$ cat config.mk
export PLATFORM = sky130hd
export DESIGN_NAME = nv_nvdla_sdp_y_operand_split_flat
export DESIGN_NICKNAME = d
export VERILOG_FILES = /design/src/rtl/nv_nvdla_sdp_pkg.sv /design/src/rtl/nv_nvdla_sdp_y_operand_split_if.sv /design/src/rtl/nv_nvdla_sdp_y_skid2.sv /design/src/rtl/nv_nvdla_sdp_y_operand_split.sv /design/src/flat_wrapper.sv
export SDC_FILE = /design/constraint.sdc
export NUM_CORES = 1
export LEC_CHECK = 0
export CAP_MARGIN = 20
export CORE_MARGIN = 1.5
export CORE_UTILIZATION = 49
export DETAILED_ROUTE_END_ITERATION = 7
export PLACE_DENSITY = 0.7
export SETUP_SLACK_MARGIN = 0.5
export SYNTH_ARGS = -nofsm -noshare
export SYNTH_HDL_FRONTEND = slang
export SYNTH_HIERARCHICAL = 1
export SYNTH_SLANG_ARGS = --single-unit
$ cat constraint.sdc
create_clock -name nvdla_core_clk -period 4.1 [get_ports nvdla_core_clk]
set_clock_uncertainty 0.05 [all_clocks]
set_input_delay 0.615 -clock nvdla_core_clk [delete_from_list [all_inputs] [get_ports nvdla_core_clk]]
set_output_delay 0.615 -clock nvdla_core_clk [all_outputs]
set_load 0.1 [all_outputs]
$ cat src/rtl/nv_nvdla_sdp_pkg.sv
// Shared definitions for the SDP Y operand split path: FSM state encoding,
// INT8 mode flag value and the INT8 half / routing phase encodings.
package nv_nvdla_sdp_pkg;

    typedef enum logic [1:0] {
        ST_IDLE = 2'd0,
        ST_RUN  = 2'd1,
        ST_DONE = 2'd2
    } sdp_y_state_e;

    localparam logic EW_INT8   = 1'b1;
    localparam logic HALF_LO   = 1'b0;
    localparam logic HALF_HI   = 1'b1;
    localparam logic PHASE_ALU = 1'b0;
    localparam logic PHASE_MUL = 1'b1;

endpackage

$ cat src/rtl/nv_nvdla_sdp_y_operand_split_if.sv
// Valid/ready payload bundle used for the DMA operand input and the ALU/MUL
// operand outputs of the Y operand split block.
interface nv_nvdla_sdp_y_operand_split_if #(
    parameter int W = 64
);
    logic [W-1:0] pd;
    logic         pvld;
    logic         prdy;

    modport master (output pd, output pvld, input  prdy);
    modport slave  (input  pd, input  pvld, output prdy);
endinterface

$ cat src/rtl/nv_nvdla_sdp_y_skid2.sv
// Two-entry valid/ready skid FIFO. The full flag is purely registered, so the
// producer never sees a combinational path from the consumer's ready.
module nv_nvdla_sdp_y_skid2 #(
    parameter int W = 64
) (
    input  logic         nvdla_core_clk,
    input  logic         nvdla_core_rstn,
    input  logic         push,
    input  logic [W-1:0] push_pd,
    output logic         full,
    output logic         empty_nxt,
    output logic [W-1:0] out_pd,
    output logic         out_pvld,
    input  logic         out_prdy
);

    logic [W-1:0] mem [2];
    logic         rd_ptr;
    logic         wr_ptr;
    logic [1:0]   cnt;
    logic         push_ok;
    logic         pop;

    assign full      = (cnt == 2'd2);
    assign out_pvld  = (cnt != 2'd0);
    assign out_pd    = mem[rd_ptr];
    assign pop       = out_pvld & out_prdy;
    // A push while holding two entries is refused even if a pop happens too.
    assign push_ok   = push & ~full;
    // Lets the sequencer see the FIFO going empty this cycle.
    assign empty_nxt = (cnt == 2'd0) | ((cnt == 2'd1) & pop & ~push_ok);

    // Storage, pointers and occupancy.
    always_ff @(posedge nvdla_core_clk or negedge nvdla_core_rstn) begin
        if (!nvdla_core_rstn) begin
            mem[0] <= '0;
            mem[1] <= '0;
            rd_ptr <= 1'b0;
            wr_ptr <= 1'b0;
            cnt    <= 2'd0;
        end else begin
            if (push_ok) begin
                mem[wr_ptr] <= push_pd;
                wr_ptr      <= ~wr_ptr;
            end
            if (pop) begin
                rd_ptr <= ~rd_ptr;
            end
            case ({push_ok, pop})
                2'b10:   cnt <= cnt + 2'd1;
                2'b01:   cnt <= cnt - 2'd1;
                default: cnt <= cnt;
            endcase
        end
    end

endmodule

$ cat src/rtl/nv_nvdla_sdp_y_operand_split.sv
// Routes the element-wise DMA operand stream to the ALU and MUL operand
// channels, unpacking INT8 beats into two sign-extended output beats, and
// pulses op_done once every enabled channel has delivered its layer.
module nv_nvdla_sdp_y_operand_split
    import nv_nvdla_sdp_pkg::*;
#(
    parameter int K     = 4,
    parameter int OP_W  = 16,
    parameter int CNT_W = 13
) (
    input  logic                           nvdla_core_clk,
    input  logic                           nvdla_core_rstn,
    input  logic                           op_en_load,
    input  logic                           reg2dp_ew_alu_mem_en,
    input  logic                           reg2dp_ew_mul_mem_en,
    input  logic                           reg2dp_ew_int8,
    input  logic [CNT_W-1:0]               reg2dp_ew_beat_num,
    nv_nvdla_sdp_y_operand_split_if.slave  op_in,
    nv_nvdla_sdp_y_operand_split_if.master alu_out,
    nv_nvdla_sdp_y_operand_split_if.master mul_out,
    output logic                           op_done
);

    localparam int PD_W = K * OP_W;
    localparam logic [CNT_W:0] CNT_ONE = 1;

    sdp_y_state_e   state;
    sdp_y_state_e   state_nxt;

    logic           cfg_alu_en;
    logic           cfg_mul_en;
    logic           cfg_int8;
    logic [CNT_W:0] cfg_beat_total;

    logic [CNT_W:0] alu_cnt;
    logic [CNT_W:0] mul_cnt;
    logic           phase;
    logic           half;

    logic           both_en;
    logic           tgt_mul;
    logic           alu_cmp;
    logic           mul_cmp;
    logic           tgt_full;
    logic           tgt_cmp;
    logic           push;
    logic           in_pop;
    logic           alu_push;
    logic           mul_push;
    logic           layer_done;
    logic           start;

    logic           alu_full;
    logic           mul_full;
    logic           alu_empty_nxt;
    logic           mul_empty_nxt;

    logic [PD_W-1:0] unpack_pd;
    logic [7:0]      lane_byte;

    assign start    = (state == ST_IDLE) & op_en_load;
    assign both_en  = cfg_alu_en & cfg_mul_en;
    // With a single channel enabled the phase bit is irrelevant.
    assign tgt_mul  = both_en ? (phase == PHASE_MUL) : ~cfg_alu_en;
    assign alu_cmp  = (alu_cnt == cfg_beat_total);
    assign mul_cmp  = (mul_cnt == cfg_beat_total);
    assign tgt_full = tgt_mul ? mul_full : alu_full;
    assign tgt_cmp  = tgt_mul ? mul_cmp  : alu_cmp;

    assign push     = (state == ST_RUN) & op_in.pvld & ~tgt_full & ~tgt_cmp;
    // INT8 beats are only consumed after their upper half has been pushed.
    assign in_pop   = push & ((cfg_int8 != EW_INT8) | (half == HALF_HI));
    assign alu_push = push & ~tgt_mul;
    assign mul_push = push &  tgt_mul;

    assign op_in.prdy = in_pop;
    assign op_done    = (state == ST_DONE);

    assign layer_done = (~cfg_alu_en | alu_cmp) & (~cfg_mul_en | mul_cmp) &
                        alu_empty_nxt & mul_empty_nxt;

    // Lane unpack: pass-through for INT16, sign-extend one byte half for INT8.
    always_comb begin
        lane_byte = '0;
        unpack_pd = op_in.pd;
        if (cfg_int8 == EW_INT8) begin
            unpack_pd = '0;
            for (int i = 0; i < K; i++) begin
                lane_byte = (half == HALF_HI) ? op_in.pd[8*(K+i) +: 8] : op_in.pd[8*i +: 8];
                unpack_pd[i*OP_W +: OP_W] = {{(OP_W-8){lane_byte[7]}}, lane_byte};
            end
        end
    end

    // Layer sequencing state register.
    always_ff @(posedge nvdla_core_clk or negedge nvdla_core_rstn) begin
        if (!nvdla_core_rstn) begin
            state <= ST_IDLE;
        end else begin
            state <= state_nxt;
        end
    end

    // Next-state decode.
    always_comb begin
        state_nxt = state;
        case (state)
            ST_IDLE: begin
                if (op_en_load) begin
                    if (!reg2dp_ew_alu_mem_en && !reg2dp_ew_mul_mem_en) begin
                        state_nxt = ST_DONE;
                    end else begin
                        state_nxt = ST_RUN;
                    end
                end
            end
            ST_RUN: begin
                if (layer_done) begin
                    state_nxt = ST_DONE;
                end
            end
            ST_DONE: begin
                state_nxt = ST_IDLE;
            end
            default: begin
                state_nxt = ST_IDLE;
            end
        endcase
    end

    // Layer configuration capture, beat counters and phase/half tracking.
    always_ff @(posedge nvdla_core_clk or negedge nvdla_core_rstn) begin
        if (!nvdla_core_rstn) begin
            cfg_alu_en     <= 1'b0;
            cfg_mul_en     <= 1'b0;
            cfg_int8       <= 1'b0;
            cfg_beat_total <= '0;
            alu_cnt        <= '0;
            mul_cnt        <= '0;
            phase          <= PHASE_ALU;
            half           <= HALF_LO;
        end else if (start) begin
            cfg_alu_en     <= reg2dp_ew_alu_mem_en;
            cfg_mul_en     <= reg2dp_ew_mul_mem_en;
            cfg_int8       <= reg2dp_ew_int8;
            cfg_beat_total <= {1'b0, reg2dp_ew_beat_num} + CNT_ONE;
            alu_cnt        <= '0;
            mul_cnt        <= '0;
            phase          <= PHASE_ALU;
            half           <= HALF_LO;
        end else begin
            if (alu_push) begin
                alu_cnt <= alu_cnt + CNT_ONE;
            end
            if (mul_push) begin
                mul_cnt <= mul_cnt + CNT_ONE;
            end
            if (push && (cfg_int8 == EW_INT8)) begin
                half <= ~half;
            end
            if (in_pop && both_en) begin
                phase <= ~phase;
            end
        end
    end

    nv_nvdla_sdp_y_skid2 #(.W(PD_W)) u_alu_skid (
        .nvdla_core_clk  (nvdla_core_clk),
        .nvdla_core_rstn (nvdla_core_rstn),
        .push            (alu_push),
        .push_pd         (unpack_pd),
        .full            (alu_full),
        .empty_nxt       (alu_empty_nxt),
        .out_pd          (alu_out.pd),
        .out_pvld        (alu_out.pvld),
        .out_prdy        (alu_out.prdy)
    );

    nv_nvdla_sdp_y_skid2 #(.W(PD_W)) u_mul_skid (
        .nvdla_core_clk  (nvdla_core_clk),
        .nvdla_core_rstn (nvdla_core_rstn),
        .push            (mul_push),
        .push_pd         (unpack_pd),
        .full            (mul_full),
        .empty_nxt       (mul_empty_nxt),
        .out_pd          (mul_out.pd),
        .out_pvld        (mul_out.pvld),
        .out_prdy        (mul_out.prdy)
    );

endmodule

$ cat src/flat_wrapper.sv
// flat-port wrapper written by rule: the top's interface ports become plain ports
module nv_nvdla_sdp_y_operand_split_flat import nv_nvdla_sdp_pkg::*;
#(
    parameter int K     = 4,
    parameter int OP_W  = 16,
    parameter int CNT_W = 13
)
  (nvdla_core_clk, nvdla_core_rstn, op_en_load, reg2dp_ew_alu_mem_en, reg2dp_ew_mul_mem_en, reg2dp_ew_int8, reg2dp_ew_beat_num, op_done, op_in_pd, op_in_pvld, op_in_prdy, alu_out_pd, alu_out_pvld, alu_out_prdy, mul_out_pd, mul_out_pvld, mul_out_prdy);
  nv_nvdla_sdp_y_operand_split_if #(.W(64)) op_in_i ();
  nv_nvdla_sdp_y_operand_split_if #(.W(64)) alu_out_i ();
  nv_nvdla_sdp_y_operand_split_if #(.W(64)) mul_out_i ();
  input  logic nvdla_core_clk;
  input  logic nvdla_core_rstn;
  input  logic op_en_load;
  input  logic reg2dp_ew_alu_mem_en;
  input  logic reg2dp_ew_mul_mem_en;
  input  logic reg2dp_ew_int8;
  input  logic [CNT_W-1:0] reg2dp_ew_beat_num;
  output logic op_done;
  input wire logic [$bits(op_in_i.pd)-1:0] op_in_pd;
  input wire logic [$bits(op_in_i.pvld)-1:0] op_in_pvld;
  output wire logic [$bits(op_in_i.prdy)-1:0] op_in_prdy;
  output wire logic [$bits(alu_out_i.pd)-1:0] alu_out_pd;
  output wire logic [$bits(alu_out_i.pvld)-1:0] alu_out_pvld;
  input wire logic [$bits(alu_out_i.prdy)-1:0] alu_out_prdy;
  output wire logic [$bits(mul_out_i.pd)-1:0] mul_out_pd;
  output wire logic [$bits(mul_out_i.pvld)-1:0] mul_out_pvld;
  input wire logic [$bits(mul_out_i.prdy)-1:0] mul_out_prdy;
  assign op_in_i.pd = op_in_pd;
  assign op_in_i.pvld = op_in_pvld;
  assign op_in_prdy = op_in_i.prdy;
  assign alu_out_pd = alu_out_i.pd;
  assign alu_out_pvld = alu_out_i.pvld;
  assign alu_out_i.prdy = alu_out_prdy;
  assign mul_out_pd = mul_out_i.pd;
  assign mul_out_pvld = mul_out_i.pvld;
  assign mul_out_i.prdy = mul_out_prdy;
  nv_nvdla_sdp_y_operand_split #(.K(K), .OP_W(OP_W), .CNT_W(CNT_W)) u_core (.nvdla_core_clk(nvdla_core_clk), .nvdla_core_rstn(nvdla_core_rstn), .op_en_load(op_en_load), .reg2dp_ew_alu_mem_en(reg2dp_ew_alu_mem_en), .reg2dp_ew_mul_mem_en(reg2dp_ew_mul_mem_en), .reg2dp_ew_int8(reg2dp_ew_int8), .reg2dp_ew_beat_num(reg2dp_ew_beat_num), .op_in(op_in_i), .alu_out(alu_out_i), .mul_out(mul_out_i), .op_done(op_done));
endmodule
Word level (Yosys, flattened, before mapping)
Index checks and enable logic that the tools add are counted.
{"block": "classes", "n_eq_ne": 14, "addsub": 7, "reduce_logical": 19, "n_mux": 34, "order_cmp": 6, "bitwise": 44}
{"cell": "$mux W64", "n": 9}
{"cell": "$bwmux W128", "n": 2}
{"cell": "$demux W64 S1", "n": 2}
{"cell": "$mux W14", "n": 4}
{"cell": "$mux W8", "n": 4}
{"cell": "$add A14 B1 Y14 const B", "n": 2}
{"cell": "$eq A14 B14 Y1", "n": 2}
{"cell": "$and A1 B1 Y1", "n": 19}
{"cell": "$not A1 Y1", "n": 16}
{"cell": "$reduce_bool A2 Y1", "n": 8}
{"cell": "$add A13 B1 Y14 const B", "n": 1}
{"cell": "$pmux W2 S2", "n": 3}
{"cell": "$eq A2 B1 Y1 const B", "n": 5}
{"cell": "$eq A2 B2 Y1 const B", "n": 5}
{"cell": "$ge A2 B2 Y1 const B", "n": 4}
{"cell": "$not A1 Y2", "n": 4}
{"cell": "$mux W1", "n": 7}
{"cell": "$logic_not A2 Y1", "n": 3}
{"cell": "$mux W2", "n": 3}
{"cell": "$logic_and A1 B1 Y1", "n": 5}
{"cell": "$or A1 B1 Y1", "n": 5}
{"cell": "$add A2 B1 Y2 const B", "n": 2}
{"cell": "$lt A2 B1 Y1 const B", "n": 2}
{"cell": "$sub A2 B1 Y2 const B", "n": 2}
{"cell": "other kinds (4)", "n": 5}
{"block": "totals", "in_bits": 86, "regBits": 313, "elab_cells": 143, "out_inout_bits": 132}

Longest topological paths before layout
Gate-level depths: netlist of run 1.
{"block": "logic_depth", "depth_word": 15, "mapped_depth": 9, "depth_no_buf": 9}

Modules after synthesis
The synthesis of run 1 kept the hierarchy.
{"mod": "nv_nvdla_sdp_y_skid2 (u_core.u_alu_skid)", "seq_area_each_um2": 3303.2, "cells_per_inst": 363, "area_per_inst_um2": 6359.8, "n_inst": 1}
{"mod": "nv_nvdla_sdp_y_skid2 (u_core.u_mul_skid)", "seq_area_each_um2": 3303.2, "cells_per_inst": 363, "area_per_inst_um2": 6082.1, "n_inst": 1}
{"mod": "nv_nvdla_sdp_y_operand_split", "seq_area_each_um2": 1226.2, "cells_per_inst": 475, "area_per_inst_um2": 3744.8, "n_inst": 1}

Worst setup path after synthesis of run 1
Ideal clock, no wire load.
{"block": "synth_path", "kind": "register to output", "from": "register u_core.u_mul_skid.cnt[0]", "to": "output op_in_prdy", "path_buffers": 0, "path_slack_ns": 1.037, "t_required_ns": 3.435, "t_arrival_ns": 2.398, "path_stages_with_launch": 7, "cell_sequence": "dfrtp_1 inv_1 ha_1 nor2_1 o41ai_4 o21a_4 nor2_1"}
{"block": "synth_via", "elab_chain_cells": 6}
{"item": "from (decl)", "line": "nv_nvdla_sdp_y_skid2.sv:20", "rtl": "logic [1:0] cnt;"}
{"item": "from (signal assigned)", "line": "nv_nvdla_sdp_y_skid2.sv:50", "rtl": "2'b10: cnt <= cnt + 2'd1;"}
{"item": "from (signal assigned)", "line": "nv_nvdla_sdp_y_skid2.sv:51", "rtl": "2'b01: cnt <= cnt - 2'd1;"}
{"item": "from (signal assigned)", "line": "nv_nvdla_sdp_y_skid2.sv:52", "rtl": "default: cnt <= cnt;"}
{"item": "$eq A2 B2 Y1", "line": "nv_nvdla_sdp_y_skid2.sv:24", "rtl": "assign full = (cnt == 2'd2);"}
{"item": "via u_core.mul_full", "line": "nv_nvdla_sdp_y_operand_split.sv:54", "rtl": "logic mul_full;"}
{"item": "$mux W1", "line": "nv_nvdla_sdp_y_operand_split.sv:67", "rtl": "assign tgt_full = tgt_mul ? mul_full : alu_full;"}
{"item": "$not A1 Y1", "line": "nv_nvdla_sdp_y_operand_split.sv:70", "rtl": "assign push = (state == ST_RUN) & op_in.pvld & ~tgt_full & ~tgt_cmp;"}
{"item": "$and A1 B1 Y1 (2 in series)", "line": "nv_nvdla_sdp_y_operand_split.sv:70"}
{"item": "$and A1 B1 Y1", "line": "nv_nvdla_sdp_y_operand_split.sv:72", "rtl": "assign in_pop = push & ((cfg_int8 != EW_INT8) | (half == HALF_HI));"}
{"item": "to (decl)", "line": "flat_wrapper.sv:22", "rtl": "output wire logic [$bits(op_in_i.prdy)-1:0] op_in_prdy;"}
The timed path passes the listed nets, and every way through them passes these cells.

Worst setup path in the final report of run 1
{"block": "layout_path", "from": "register u_core.u_mul_skid.rd_ptr", "to": "output mul_out_pd[14]"}
{"block": "layout_via", "elab_chain_cells": 4}
{"item": "from (decl)", "line": "nv_nvdla_sdp_y_skid2.sv:18", "rtl": "logic rd_ptr;"}
{"item": "from (signal assigned)", "line": "nv_nvdla_sdp_y_skid2.sv:47", "rtl": "rd_ptr <= ~rd_ptr;"}
{"item": "$not A1 Y2 (implied by the code)", "line": "nv_nvdla_sdp_y_skid2.sv:26", "rtl": "assign out_pd = mem[rd_ptr];"}
{"item": "$mux W64 (implied by the code) (3 in series)", "line": "nv_nvdla_sdp_y_skid2.sv:26"}
{"item": "to (decl)", "line": "flat_wrapper.sv:26", "rtl": "output wire logic [$bits(mul_out_i.pd)-1:0] mul_out_pd;"}
Every way passes these cells. The select of a mux whose other input is x is not followed.

==> summary.md, run 1 <==
| Metric | Value |
|---|---|
| Port buffer count | `217` |
| Root Driver | `clkbuf_16` |
| Initial Util | `49.75%` |
| Relative slew slack | `33.93%` |
| Crit-path max cell delay | `1.13 ns` |
| TritonCTS buffer count | `35` |
| Final setup vio count | `0` |
| # hold bufs at CTS | `0` |
| Initial antenna violation count | `6` |
| Ports | `218` |
| # DRC | `0` |
| Reg2reg start | `u_core/mul_cnt[4]` |
| Vias per cell | `5.333` |
| Synth top area share | `48.39%` |
| Die height | `184.8 µm` |
| H-Tree Level Count | `2` |
| Vias in the first global route | `10544` |
| Critical path, cell by cell | `mux2_2, clkdlybuf4s50_1` |
| Worst-case reg-to-reg path depth | `7` |
| Via count | `10021` |
| WS Path Type | `flop to output port` |
| Final period util | `81.55%` |
| CP startpoint kind | `flop` |
| Maxcap violations | `0` |
| Status | `finished, final reports clean` |
| Routed Antenna Nets | `0` |
| Hold Path Class | `primary input to async pin` |
| Mapped Nets | `1298` |
| Asr flop ratio synth | `100.0%` |
| Iteration-0 DRC Markers | `527` |
| Synth area leader | `dfrtp_1` |
| Area contributors post-synth | `dfrtp_1 (48%), mux2_4 (17%), mux2_2 (14%), xnor2_1 (3.0%), buf_12 (2.2%)` |
| Largest net degree at the start of global routing | `106` |
| Total GRT Usage | `23.87%` |
| Drt wl/cell | `21.12 µm` |
| Slew Limit Fails | `0` |
| CP Buf/Inv Count | `1` |
| R2r setup slk | `0.99 ns` |
| Placer Congestion | `0.8778` |
| EDFF count, synth | `0` |
| Distinct cells, synth | `48` |
| Top cells by count, synth | `dfrtp_1 (313), mux2_2 (208), mux2_4 (180)` |
| Fraction of layout cells with a size suffix above 1 | `41.72%` |
| Number of nets at the end of the flow | `1502` |
| CP max stage cell | `clkdlybuf4s50_1` |
| First-pass GRT wire length | `62.02 mm` |
| Post-CTS Resized | `0` |
| Pre-Repair DR Iteration Count | `5` |
| Post-Route WL | `39.69 mm` |
| Final Critical Period | `3.344 ns` |
| Most frequent cell after synthesis | `dfrtp_1` |
| Top delay family on crit path | `buffers and inverters` |
| Hold Violations, Final | `0` |
| Worst Setup SP | `u_core/u_mul_skid/rd_ptr` |
| Worst-margin pin slew | `0.9910 ns` |
| Worst-Skew Late Latency | `0.52 ns` |
| WP data arrival | `2.68 ns` |
| Syn avg cell area | `13.48 µm²` |
| Crit path max fanout | `19` |
| Maximum clock path buffer count | `3` |
| Unrepaired setup endpoints after global routing | `false` |
| Predominant post-synthesis flop cell | `dfrtp_1` |
| Row count | `66` |
| Reg2reg end | `u_core/u_mul_skid/mem[2]` |
| Core area | `0.03254 mm²` |
| Mapped cell area | `0.01619 mm²` |
| Fmax | `0.2991 GHz` |
| Die W | `184.8 µm` |
| Register area share after synthesis | `48.39%` |
| Post-CTS Setup Inserts | `0` |
| Full die area | `0.03413 mm²` |
| Hpwl dp | `27.63 mm` |
| CTS tree | `built` |
| Post-Route Setup TNS | `0 ns` |
| #FFs+latches synth | `313` |
| Clock-pin slew on the worst setup and hold paths | `0.06 ns` |
| Crit path required time | `3.43 ns` |
| Yosys warnings | `6` |
| Critical Path End Type | `output port` |
| Mapped Cells | `1201` |
| Area grow syn2layout | `20.00%` |
| Sink Count | `313` |
| GRT overflow | `0` |
## per-layer routing
metal,track usage (%),vias up,share of wire (%)
li1,-,4616,-
met1,32.48,5113,45
met2,38.82,223,49
met3,3.142,69,3.5
met4,9.268,0,3.0
met5,0,-,0
## flip-flops by register name (all words and copies together), names as in the netlist
| signal | cells |
|---|---|
| u_core/alu_cnt | 14 |
| u_core/cfg_alu_en | 1 |
| u_core/cfg_beat_total | 14 |
| u_core/cfg_int8 | 1 |
| u_core/cfg_mul_en | 1 |
| u_core/half | 1 |
| u_core/mul_cnt | 14 |
| u_core/phase | 1 |
| u_core/state | 2 |
| u_core/u_alu_skid/cnt | 2 |
| u_core/u_alu_skid/mem | 128 |
| u_core/u_alu_skid/rd_ptr | 1 |
| u_core/u_alu_skid/wr_ptr | 1 |
| u_core/u_mul_skid/cnt | 2 |
| u_core/u_mul_skid/mem | 128 |
| u_core/u_mul_skid/rd_ptr | 1 |
| u_core/u_mul_skid/wr_ptr | 1 |
## layout make-up
type / instances / area [µm²]
timing repair buffer: 234 / 2097
clock buffer: 52 / 1061
tap: 442 / 553.0
antenna: 6 / 15.01
sequential: 313 / 7838
multi-input combinational: 775 / 7542
inverter: 46 / 172.7
fill: 2650 / 13110
clock inverter: 11 / 145.1
## cell usage in the layout, fill, tap and decap left out, drive strengths merged, types with 2 or more instances in the layout
master	n
nand3b	3
nand4	10
buf	136
inv	47
ha	11
and3	9
clkinv	7
nand2	65
nor3b	3
nor3	7
nor4b	2
a21oi	24
nor2	49
bufinv	3
mux2i	27
o41ai	2
a31o	4
diode	6
nand3	16
o21ai	56
xnor2	56
dfrtp	313
clkbuf	52
clkdlybuf4s50	98
mux2	393
xor2	8
nand2b	4
and2	3
and4	3
nor2b	3
nor4	8
## cells by family (layout without fill, tap and decap cells)
family	count (synthesis)	in the layout	share of synthesized area [%]
other	0	6	0
XOR/XNOR	64	64	3.463
AND/OR/NAND/NOR	186	186	5.643
AO/OA/AOI/OAI	94	94	3.378
flip-flops	313	313	48.39
buffers and inverters	113	343	5.094
multiplexers	420	420	33.18
adder cells (fa/ha/maj)	11	11	0.8503
## worst max path at each step
stage	slack, ns	end	cells after the start
after global routing	0.68	op_in_prdy	6
after floorplan	1.04	op_in_prdy	6
after detailed placement	0.84	u_core/u_alu_skid/mem[96]	6
after global placement	0.89	u_core/u_alu_skid/mem[93]	6
final	0.76	mul_out_pd[14]	2
after CTS	0.73	mul_out_pd[14]	2
## per-stage QoR
step	utilization, %	setup WS, ns	hold WS, ns	cell area (µm²)	std cells
after detailed placement	55.95	0.8401	0.4260	18200	1810
after global placement	55.95	0.8928	0.4144	18200	1810
final	59.70	0.7563	0.07194	19420	1879
after global routing	59.70	0.6806	0.1549	19420	1879
after CTS	59.65	0.7280	0.1276	19410	1873
after floorplan	-	1.037	0.2694	16190	1201
Power of run 1 is not shown: default switching activity piles up to over one toggle a cycle in this logic, so the estimate is an artifact.
==> run 2: changes to the inputs <==
- PLACE_DENSITY: 0.7 -> 0.73
- clock period: 4.1 -> 2.86 ns (I/O delays scaled with it)
==> run 2 against run 1 <==
Net effect: worst hold slack improved by 0.36 ns; core utilization rose by 7.6 points; flip-flop and latch count did not move; first-iteration DRC count rose by 42%; non-clock buffer count rose by 109; critical endpoint is now op_in_prdy; largest cell class unchanged.
==> summary.md, run 2 (same netlist as run 1, synthesis figures left out) <==
| Metric | Value |
|---|---|
| Final Critical Period | `2.731 ns` |
| Hold Path Class | `flop to flop` |
| Hold path start | `u_core/u_mul_skid/mem[97]` |
| CP startpoint kind | `flop` |
| Fmax | `0.3662 GHz` |
| Worst-margin pin slew | `0.8403 ns (-0.1507 ns)` |
| Via count | `11007 (+9.8%)` |
| Maxcap violations | `0 (unchanged)` |
| Initial Util | `49.75% (unchanged)` |
| Die height | `184.8 µm (unchanged)` |
| Routed Antenna Nets | `0 (unchanged)` |
| Row count | `66 (unchanged)` |
| Largest regs | `u_core/u_alu_skid/mem (128), u_core/u_mul_skid/mem (128)` |
| Crit path max fanout | `3 (-16)` |
| Total GRT Usage | `26.55% (+2.7 points)` |
| GRT overflow | `0 (unchanged)` |
| TritonCTS buffer count | `35 (unchanged)` |
| # DRC | `0 (unchanged)` |
| Clock-pin slew on the worst setup and hold paths | `0.06 ns (about the same)` |
| WS Path Type | `flop to output port` |
| Iteration-0 DRC Markers | `748 (+42%)` |
| Hold Violations, Final | `0 (unchanged)` |
| WP data arrival | `2.25 ns (-0.43 ns)` |
| Drt wl/cell | `24.35 µm (+15%)` |
| Final period util | `95.49%` |
| Full die area | `0.03413 mm² (unchanged)` |
| Number of nets at the end of the flow | `1611 (+7.3%)` |
| Relative slew slack | `43.39% (+9.5 points)` |
| Critical Path End Type | `output port` |
| Core area | `0.03254 mm² (unchanged)` |
| First-pass GRT wire length | `67.92 mm (+9.5%)` |
| Sink Count | `313 (unchanged)` |
| Slew Limit Fails | `0 (unchanged)` |
| Status | `finished, final reports clean` |
| Port buffer count | `217 (unchanged)` |
| Pre-Repair DR Iteration Count | `5 (unchanged)` |
| Unrepaired setup endpoints after global routing | `true` |
| Maximum clock path buffer count | `3 (unchanged)` |
| Placer Congestion | `0.8639 (-1.6%)` |
| Vias per cell | `5.553 (+4.1%)` |
| Hpwl dp | `29.36 mm (+6.3%)` |
| Root Driver | `clkbuf_16` |
| Worst-Skew Late Latency | `0.51 ns (about the same)` |
| Initial antenna violation count | `5 (-1)` |
| Fraction of layout cells with a size suffix above 1 | `47.23% (+5.5 points)` |
| H-Tree Level Count | `2 (unchanged)` |
| Vias in the first global route | `11221 (+6.4%)` |
| Post-Route WL | `48.26 mm (+22%)` |
| Most frequent cells in the layout | `dfrtp_1 (305), mux2_4 (207), mux2_2 (181)` |
| Reg2reg start | `u_core/u_mul_skid/cnt[0]` |
| Final setup vio count | `0 (unchanged)` |
| Die W | `184.8 µm (unchanged)` |
| Post-Route Setup TNS | `0 ns (unchanged)` |
| Largest net degree at the start of global routing | `76 (-28%)` |
| CTS tree | `built` |
| Crit path required time | `2.38 ns (-1.05 ns)` |
| Area grow syn2layout | `35.23%` |
| Most common cell after layout, fill and taps aside | `dfrtp_1` |
| Ports | `218 (unchanged)` |
| Worst Setup SP | `u_core/cfg_beat_total[11]` |
## run 2: changes by cell type in the layout (fill, tap and decap cells not counted), sizes merged
cell,before,now
bufbuf,0,1
buf,136,241
clkdlybuf4s50,98,84
clkbuf,52,65
bufinv,3,1
dlygate4sd3,0,1
clkinvlp,0,1
diode,6,5
inv,47,46
## run 2: worst paths after layout
check	endpoint	slack (ns)	cells after the start
hold / removal	u_core/u_mul_skid/mem[97]	0.43	1
setup reg to reg	u_core/u_mul_skid/mem[79]	0.15	11
max in group asynchronous	u_core/mul_cnt[4]	1.43	3
min in group asynchronous	u_core/u_mul_skid/mem[15]	0.46	2
setup / recovery	op_in_prdy	0.13	7
hold reg to reg	u_core/u_mul_skid/mem[97]	0.43	1
## run 2: critical path, stage by stage (launching register included)
cell	delay, ns
dfrtp_1	0.42
xnor2_1	0.17
nand4_1	0.21
o41ai_4	0.44
buf_6	0.15
o21a_4	0.14
nor2_4	0.04
buf_12	0.16
## run 2: cell type report
type                    instances  area (µm²)
clock inverters                 9       72.57
fillers                      2346       10650
clock buffers                  49        1021
flip-flops and latches        313        7843
diodes                          5       12.51
repair buffers                343        4516
inverters                      46       172.7
well taps                     442       553.0
multi-input cells             775        7700
## run 2: metal layers
| metal | vias up | global-route usage, % | share of wire [%] |
|---|---|---|---|
| met1 | 5674 | 34.56 | 41 |
| met4 | 0 | 11.97 | 4.3 |
| met3 | 115 | 3.912 | 4.9 |
| met2 | 388 | 43.95 | 49 |
| met5 | - | 0 | 0 |
| li1 | 4830 | - | - |
## run 2: repair_timing
action,CTS,global route
pin swaps,9,4
gates resized for setup,56,108
hold buffers,1,0
buffers inserted,33,21
gates cloned,12,20
endpoints found under the setup margin,314,336
hold endpoints to repair,68,0
## run 2: through the flow
step	instances	utilization (%)	hold slack [ns]	setup slack (ns)	area, µm²
5_1_grt	1982	67.28	0.4662	0.04999	21890
6_report	1982	67.28	0.4338	0.1289	21890
3_3_place_gp	1832	58.03	0.4146	0.3332	18880
2_1_floorplan	1201	-	0.08341	0.5018	16200
4_1_cts	1936	63.99	0.4337	0.1268	20820
3_5_place_dp	1832	58.03	0.4154	0.2846	18880
Power of run 2 is left out for the same reason.
